==> src/rtl/spi0_slave_regfile.sv <==
// spi0_slave_regfile: SPI mode-0 slave exposing a 32x8 register file.
// The first byte of each transaction is a command byte:
//   cmd[7:3] = register address, cmd[1] = write when 1.
// While the command byte shifts in, MISO returns status_in.
// The data bytes that follow either write the register file or read it back.
// A local port lets fabric logic preload registers. An SPI write to the same
// register in the same cycle takes priority over the local write.
//
// Handshake: wr_pulse is a single-cycle strobe with no back-pressure.
// wr_addr and wr_data are valid in that cycle and hold until the next SPI write.
module spi0_slave_regfile #(
    parameter int AUTO_INC    = 1,
    parameter int SYNC_STAGES = 2
) (
    input  logic       clk_clk,
    input  logic       reset_reset,
    input  logic       spi0_SCLK,
    input  logic       spi0_MOSI,
    input  logic       spi0_SS_n,
    output logic       spi0_MISO,
    output logic       spi0_MISO_oe,
    input  logic [7:0] status_in,
    input  logic       loc_we,
    input  logic [4:0] loc_addr,
    input  logic [7:0] loc_wdata,
    output logic       wr_pulse,
    output logic [4:0] wr_addr,
    output logic [7:0] wr_data,
    output logic       busy,
    output logic [1:0] dbg_state
);

    typedef enum logic [1:0] {
        ST_IDLE = 2'd0,
        ST_CMD  = 2'd1,
        ST_DATA = 2'd2
    } state_e;

    localparam int LAST = SYNC_STAGES - 1;

    // Synchronizer chains. The SS_n chain resets high so that leaving reset
    // can never look like a slave-select fall.
    logic [SYNC_STAGES-1:0] sclk_sync_q, sclk_sync_d;
    logic [SYNC_STAGES-1:0] mosi_sync_q, mosi_sync_d;
    logic [SYNC_STAGES-1:0] ssn_sync_q,  ssn_sync_d;
    logic                   sclk_last_q, sclk_last_d;
    logic                   ssn_last_q,  ssn_last_d;

    state_e      state_q,    state_d;
    logic [2:0]  bit_cnt_q,  bit_cnt_d;
    logic [6:0]  rx_shift_q, rx_shift_d;
    logic [7:0]  tx_shift_q, tx_shift_d;
    logic [4:0]  addr_q,     addr_d;
    logic        is_wr_q,    is_wr_d;
    logic        oe_q,       oe_d;
    logic        wr_pulse_q, wr_pulse_d;
    logic [4:0]  wr_addr_q,  wr_addr_d;
    logic [7:0]  wr_data_q,  wr_data_d;
    logic [7:0]  regs_q [32];
    logic [7:0]  regs_d [32];

    logic       sclk_rise, sclk_fall, ssn_rise, ssn_fall, mosi_s;
    logic [7:0] rx_byte;

    // Edge detection from the last two synchronized samples.
    always_comb begin
        sclk_rise = sclk_sync_q[LAST] & ~sclk_last_q;
        sclk_fall = ~sclk_sync_q[LAST] & sclk_last_q;
        ssn_rise  = ssn_sync_q[LAST] & ~ssn_last_q;
        ssn_fall  = ~ssn_sync_q[LAST] & ssn_last_q;
        mosi_s    = mosi_sync_q[LAST];
        rx_byte   = {rx_shift_q, mosi_s};
    end

    // Next-state logic: synchronizers, transaction FSM, shifters and register file.
    always_comb begin
        sclk_sync_d = {sclk_sync_q[SYNC_STAGES-2:0], spi0_SCLK};
        mosi_sync_d = {mosi_sync_q[SYNC_STAGES-2:0], spi0_MOSI};
        ssn_sync_d  = {ssn_sync_q[SYNC_STAGES-2:0],  spi0_SS_n};
        sclk_last_d = sclk_sync_q[LAST];
        ssn_last_d  = ssn_sync_q[LAST];

        state_d    = state_q;
        bit_cnt_d  = bit_cnt_q;
        rx_shift_d = rx_shift_q;
        tx_shift_d = tx_shift_q;
        addr_d     = addr_q;
        is_wr_d    = is_wr_q;
        oe_d       = oe_q;
        wr_pulse_d = 1'b0;
        wr_addr_d  = wr_addr_q;
        wr_data_d  = wr_data_q;
        regs_d     = regs_q;

        // The local write is applied first so that an SPI write to the same
        // register in the same cycle overrides it.
        if (loc_we) begin
            regs_d[loc_addr] = loc_wdata;
        end

        if (ssn_rise) begin
            // End of transaction. A partial byte is simply dropped.
            state_d    = ST_IDLE;
            oe_d       = 1'b0;
            tx_shift_d = 8'h00;
            bit_cnt_d  = 3'd0;
        end else begin
            case (state_q)
                ST_IDLE: begin
                    if (ssn_fall) begin
                        tx_shift_d = status_in;
                        oe_d       = 1'b1;
                        bit_cnt_d  = 3'd0;
                        state_d    = ST_CMD;
                    end
                end
                ST_CMD: begin
                    if (sclk_rise) begin
                        rx_shift_d = rx_byte[6:0];
                        bit_cnt_d  = bit_cnt_q + 3'd1;
                        if (bit_cnt_q == 3'd7) begin
                            addr_d  = rx_byte[7:3];
                            is_wr_d = rx_byte[1];
                            state_d = ST_DATA;
                        end
                    end else if (sclk_fall && bit_cnt_q != 3'd0) begin
                        // The status byte is already loaded, so only shift here.
                        tx_shift_d = {tx_shift_q[6:0], 1'b0};
                    end
                end
                ST_DATA: begin
                    if (sclk_rise) begin
                        rx_shift_d = rx_byte[6:0];
                        bit_cnt_d  = bit_cnt_q + 3'd1;
                        if (bit_cnt_q == 3'd7) begin
                            if (is_wr_q) begin
                                regs_d[addr_q] = rx_byte;
                                wr_pulse_d     = 1'b1;
                                wr_addr_d      = addr_q;
                                wr_data_d      = rx_byte;
                            end
                            if (AUTO_INC != 0) begin
                                addr_d = addr_q + 5'd1;
                            end
                        end
                    end else if (sclk_fall) begin
                        // At a byte boundary the outgoing byte is captured here,
                        // so later writes to that register do not change the byte
                        // already being shifted out.
                        if (bit_cnt_q == 3'd0) begin
                            tx_shift_d = is_wr_q ? 8'h00 : regs_q[addr_q];
                        end else begin
                            tx_shift_d = {tx_shift_q[6:0], 1'b0};
                        end
                    end
                end
                default: begin
                    state_d = ST_IDLE;
                end
            endcase
        end
    end

    // State register with asynchronous reset. The register file is also cleared.
    always_ff @(posedge clk_clk or posedge reset_reset) begin
        if (reset_reset) begin
            sclk_sync_q <= '0;
            mosi_sync_q <= '0;
            ssn_sync_q  <= '1;
            sclk_last_q <= 1'b0;
            ssn_last_q  <= 1'b1;
            state_q     <= ST_IDLE;
            bit_cnt_q   <= 3'd0;
            rx_shift_q  <= 7'd0;
            tx_shift_q  <= 8'h00;
            addr_q      <= 5'd0;
            is_wr_q     <= 1'b0;
            oe_q        <= 1'b0;
            wr_pulse_q  <= 1'b0;
            wr_addr_q   <= 5'd0;
            wr_data_q   <= 8'h00;
            for (int i = 0; i < 32; i++) begin
                regs_q[i] <= 8'h00;
            end
        end else begin
            sclk_sync_q <= sclk_sync_d;
            mosi_sync_q <= mosi_sync_d;
            ssn_sync_q  <= ssn_sync_d;
            sclk_last_q <= sclk_last_d;
            ssn_last_q  <= ssn_last_d;
            state_q     <= state_d;
            bit_cnt_q   <= bit_cnt_d;
            rx_shift_q  <= rx_shift_d;
            tx_shift_q  <= tx_shift_d;
            addr_q      <= addr_d;
            is_wr_q     <= is_wr_d;
            oe_q        <= oe_d;
            wr_pulse_q  <= wr_pulse_d;
            wr_addr_q   <= wr_addr_d;
            wr_data_q   <= wr_data_d;
            for (int i = 0; i < 32; i++) begin
                regs_q[i] <= regs_d[i];
            end
        end
    end

    assign spi0_MISO    = tx_shift_q[7];
    assign spi0_MISO_oe = oe_q;
    assign wr_pulse     = wr_pulse_q;
    assign wr_addr      = wr_addr_q;
    assign wr_data      = wr_data_q;
    assign busy         = (state_q != ST_IDLE);
    assign dbg_state    = state_q;

endmodule

==> config.mk <==
export PLATFORM = sky130hd
export DESIGN_NAME = spi0_slave_regfile
export DESIGN_NICKNAME = d
export VERILOG_FILES = /design/src/rtl/spi0_slave_regfile.sv
export SDC_FILE = /design/constraint.sdc
export NUM_CORES = 1
export LEC_CHECK = 0
export ABC_AREA = 0
export CAP_MARGIN = 15
export CORE_AREA = 10 10 173 175
export CTS_BUF_LIST = sky130_fd_sc_hd__clkbuf_8
export CTS_CLUSTER_SIZE = 40
export DETAILED_ROUTE_END_ITERATION = 6
export DIE_AREA = 0 0 183 185
export DONT_BUFFER_PORTS = 1
export PLACE_DENSITY_LB_ADDON = 0.25
export SLEW_MARGIN = 20
export SYNTH_ARGS = -nofsm -noshare
export SYNTH_HDL_FRONTEND = slang
export SYNTH_SLANG_ARGS = --single-unit
export TNS_END_PERCENT = 5
==> constraint.sdc <==
create_clock -name clk_clk -period 13.6 [get_ports clk_clk]
set_input_delay 3.4 -clock clk_clk [delete_from_list [all_inputs] [get_ports clk_clk]]
set_output_delay 3.4 -clock clk_clk [all_outputs]
set_load 0.02 [all_outputs]
Word-level counts from Yosys, hierarchy flattened
Cells that the tools add are included.
{"block": "word_totals", "regBits": 305, "in_bits": 27, "elab_cells": 147}
{"block": "classes", "magnitude_cmp": 4, "add_sub_neg": 2, "eq_ne": 16, "reduce_logical": 21, "muxes": 46, "bitwise": 11}
{"cell": "$mux W256", "n": 6}
{"cell": "$bwmux W256", "n": 2}
{"cell": "$mux W8", "n": 12}
{"cell": "$demux W8 S5", "n": 2}
{"cell": "$bmux W8 S5", "n": 1}
{"cell": "$pmux W8 S3", "n": 1}
{"cell": "$ne A3 B3 Y1 const B", "n": 7}
{"cell": "$mux W5", "n": 4}
{"cell": "$ge A6 B6 Y1 const B", "n": 2}
{"cell": "$lt A6 B1 Y1 const B", "n": 2}
{"cell": "$not A5 Y6", "n": 2}
{"cell": "$reduce_and A6 Y1", "n": 2}
{"cell": "$ne A2 B2 Y1 const B", "n": 5}
{"cell": "$pmux W5 S2", "n": 1}
{"cell": "$mux W3", "n": 3}
{"cell": "$mux W1", "n": 8}
{"cell": "$mux W2", "n": 4}
{"cell": "$reduce_and A4 Y1", "n": 2}
{"cell": "$reduce_bool A2 Y1", "n": 4}
{"cell": "$pmux W2 S3", "n": 1}
{"cell": "$pmux W3 S2", "n": 1}
{"cell": "$reduce_and A3 Y1", "n": 2}
{"cell": "$reduce_bool A3 Y1", "n": 2}
{"cell": "$add A5 B1 Y5 const B", "n": 1}
{"cell": "14 further kinds", "n": 23}

Logic depth before layout (Yosys ltp)
{"block": "depth", "depth_word": 13, "mapped_depth": 11}

Least setup slack after synthesis
OpenSTA, ideal clock, no wires.
{"block": "synth_path", "path_kind": "input to register", "startpoint": "in loc_addr[3]", "endpoint": "reg regs_q[216] (netlist name)", "stages": 5, "slack_ps": 8862, "t_required_ps": 13474, "t_arrival_ps": 4613, "cell_sequence": "buf_4 -> nor3b_1 -> nand2_2 -> mux2i_1 -> a21oi_1"}
{"element": "start, declared", "line": "24", "rtl": "input logic [4:0] loc_addr,"}
{"element": "end signal, assigned by index", "line": "202", "rtl": "regs_q[i] <= regs_d[i];"}
{"element": "end, declared", "line": "59", "rtl": "logic [7:0] regs_q [32];"}

==> flow_metrics.py <==
metrics = {
    "route": {
        "drtAntennaViolNets": 0,
        "wl_um": 47800,
        "wl_met1_um": 19500,
        "firstDrtPassIters": 6,
        "top_layer": "met5",
        "wl_met3_um": 4390,
        "first_iter_violations": 1437,
        "wl_met2_um": 22200,
        "drc": 0,
        "avgViaCountPerCell": 6.43,
        "vias": 13047,
        "wl_per_cell_um": 23.6,
    },
    "cts": {
        "path_clk_slew_ns": 0.07,
        "clk_latency_ns": 0.59,
        "cts.sinks": 305,
        "tritoncts": "built",
        "cts_resized": 0,
        "root_buffer": "clkbuf_8",
        "cts_setup_buffers": 0,
        "clock_path_buffers": 3,
        "postCtsHoldBufs": 0,
        "numCtsBuffers": 52,
        "ctsHtreeMaxLevel": 2,
    },
    "floorplan": {
        "start_util": 0.634,
        "std_cell_rows": 60,
        "io_pins": 46,
        "die_h_um": 185,
        "die_area_um2": 33900,
        "core_um2": 26600,
        "die_w_um": 183,
    },
    "yosys": {
        "synth_top_cell_by_area": "dfrtp_1",
        "synth_area_um2": 16900,
        "async_flop_share": 1.00,
        "ys.flop_type": "dfrtp_1",
        "ys_ff_latch": 305,
        "synth-edff-count": 0,
        "synth_top_area_frac": 0.448,
        "synthTopCellsByArea": "dfrtp_1, mux2i_1, a21oi_1, nand2_1, o21ai_0",
        "syn-num-nets": 1760,
        "yosys_warnings": 0,
        "avgSynthCellArea_um2": 9.79,
        "synth_cells": 1722,
        "seq_area_frac_synth": 0.453,
        "synth.distinct_cells": 53,
    },
    "final_layout": {
        "fill_cells": 2108,
        "num_antenna_cells": 0,
        "syn_to_final_growth_pct": 5.60,
        "seq_area_um2": 7640,
        "nNetsFinal": 1687,
        "drive_gt1_frac": 0.0995,
        "fin_area_um2": 17800,
        "postLayoutCoreUtil": 0.670,
        "multi_input_area_um2": 8500,
    },
    "placed_design": {
        "portBuffers": 0,
        "place_congestion": 0.901,
        "dpl_cell_area_um2": 16700,
        "hpwl_um": 29600,
    },
    "sta": {
        "clock.fmax_ghz": 0.194,
        "setup_viol": 0,
        "clock_skew_ns": 0.0303,
        "rsz0062_at_grt": "false",
        "worst_slew_pin_slew_ns": 1.17,
        "report.final.hold_viol_count": 0,
        "maxSlewViolCount": 0,
        "period_needed_ns": 5.16,
        "fin_crit_sh": 0.380,
        "hold_ws_ns": 0.353,
        "fin_setup_tns_ns": 0,
        "maxSlewHeadroom": 0.221,
    },
    "global_route": {
        "overflow": 0,
        "grt_antenna_before_repair": 1,
        "grt_pass1_wl_um": 74300,
        "grt_max_degree": 90,
        "grt_pass1_vias": 12814,
        "grtUsageTotal": 0.280,
    },
    "worst_hold_path": {
        "hold_class": "reg -> reg",
    },
    "setup_path": {
        "crit_path_end_kind": "asynchronous set/reset pin",
        "arrival_ns": 5.63,
        "path_max_fanout": 89,
        "cp.required_ns": 14.06,
        "critPathLaunchType": "primary input",
        "path_class": "in -> async",
    },
    "power": {
        "p_per_area_nw_per_um2": 145,
        "power.total_mw": 2.58,
        "p_leak_nw": 7.34,
        "irDropWorstVdd_v": 0.0000906,
    },
    "outcome": {
        "outcome": "finished, final reports clean",
    },
    "flow_run": {
        "drv_cap": 0,
    },
}
stage by stage:
| step | worst slack, ns | instances |
|---|---|---|
| 3_5_place_dp | 7.69 | 1936 |
| 4_1_cts | 8.31 | 2029 |
| 5_1_grt | 8.04 | 2029 |
| 3_3_place_gp | 7.72 | 1936 |
| 2_1_floorplan | 1.77 | 1722 |
| 6_report | 8.44 | 2029 |
placed cells by master (no fill, tap or decap), types with 3 or more instances in the layout:
master and count:
o21ai_1 14, nor3_2 3, nor2_4 8, clkinv_2 7
o21ai_0 128, and3b_1 5, clkbuf_8 68, nand2_1 186
nor2_2 9, mux2i_1 385, a22oi_1 40, dfstp_2 3
ha_1 11, a21oi_1 164, buf_4 15, nand2_2 16
dfrtp_1 301, clkinvlp_4 3, nor2_1 153, mux2_2 21
inv_1 25, nand4_1 8, o22a_1 3, a221o_1 8
nand3b_1 5, nand3_1 48, nand2b_1 11, nor3b_1 3
worst max-delay path: stages:
cell and delay [ns]:
inv_8 0.40, buf_4 0.86, buf_4 0.87
layer usage:
metal / global-route usage / vias to the layer above
li1: - / 5907
met1: 0.372 / 6360
met2: 0.436 / 652
met3: 0.0629 / 126
met4: 0.115 / 2
met5: 0 / -
final cells by class:
class / count / share of cell area
clock buffer: 68 / 0.0526
clock inverter: 25 / 0.00640
inverter: 13 / 0.00316
multi-input combinational: 1261 / 0.478
sequential: 305 / 0.429
tap: 341 / 0.0240
timing repair buffer: 16 / 0.00696
worst paths after layout:
path                                startpoint        endpoint  slack (ns)  cells past startpoint
max in group clk_clk              dbg_state[0]            busy        8.56                      3
worst max-delay path               reset_reset       addr_q[1]        8.44                      3
worst min register to register  mosi_sync_q[0]  mosi_sync_q[1]        0.35                      0
worst max register to register    dbg_state[0]      regs_q[52]       10.25                      6
worst min-delay path            mosi_sync_q[0]  mosi_sync_q[1]        0.35                      0
min in group asynchronous          reset_reset      regs_q[18]        2.74                      1
logic make-up after synthesis:
group                    Yosys count  synth area share
multiplexers                     406             0.243
buffers and inverters            156            0.0436
adder cells (fa/ha/maj)           11           0.00816
AND/OR/NAND/NOR                  479             0.134
AO/OA/AOI/OAI                    365             0.119
flip-flops                       305             0.453
state kept, by name (all words and copies together), names as in the netlist, 3 cells and up:
name and cells:
regs_q 256, tx_shift_q 8, wr_data 8, rx_shift_q 7
addr_q 5, wr_addr 5, bit_cnt_q 3
power by group:
group / internal [mW] / total, mW / switching (mW)
Clock: 0.446 / 0.826 / 0.381
Sequential: 1.08 / 1.24 / 0.157
Combinational: 0.205 / 0.514 / 0.309
Total: 1.73 / 2.58 / 0.846
synth_stat cells (3+ instances only):
cell,count
mux2i_1,385
dfrtp_1,302
nand2_1,186
a21oi_1,164
nor2_1,154
o21ai_0,128
buf_2,62
clkbuf_1,51
nand3_1,48
a22oi_1,40
mux2_2,21
buf_4,19
nand2_2,16
o21ai_1,14
ha_1,11
inv_1,11
nand2b_1,11
buf_1,10
a221o_1,8
nand4_1,8
nor2_2,8
nor2_4,8
and3b_1,5
nand3b_1,5
nor2b_1,4
nor3b_1,4
dfstp_2,3
nor3_2,3
o22a_1,3
Note: power is estimated with default switching activity, not from simulation.
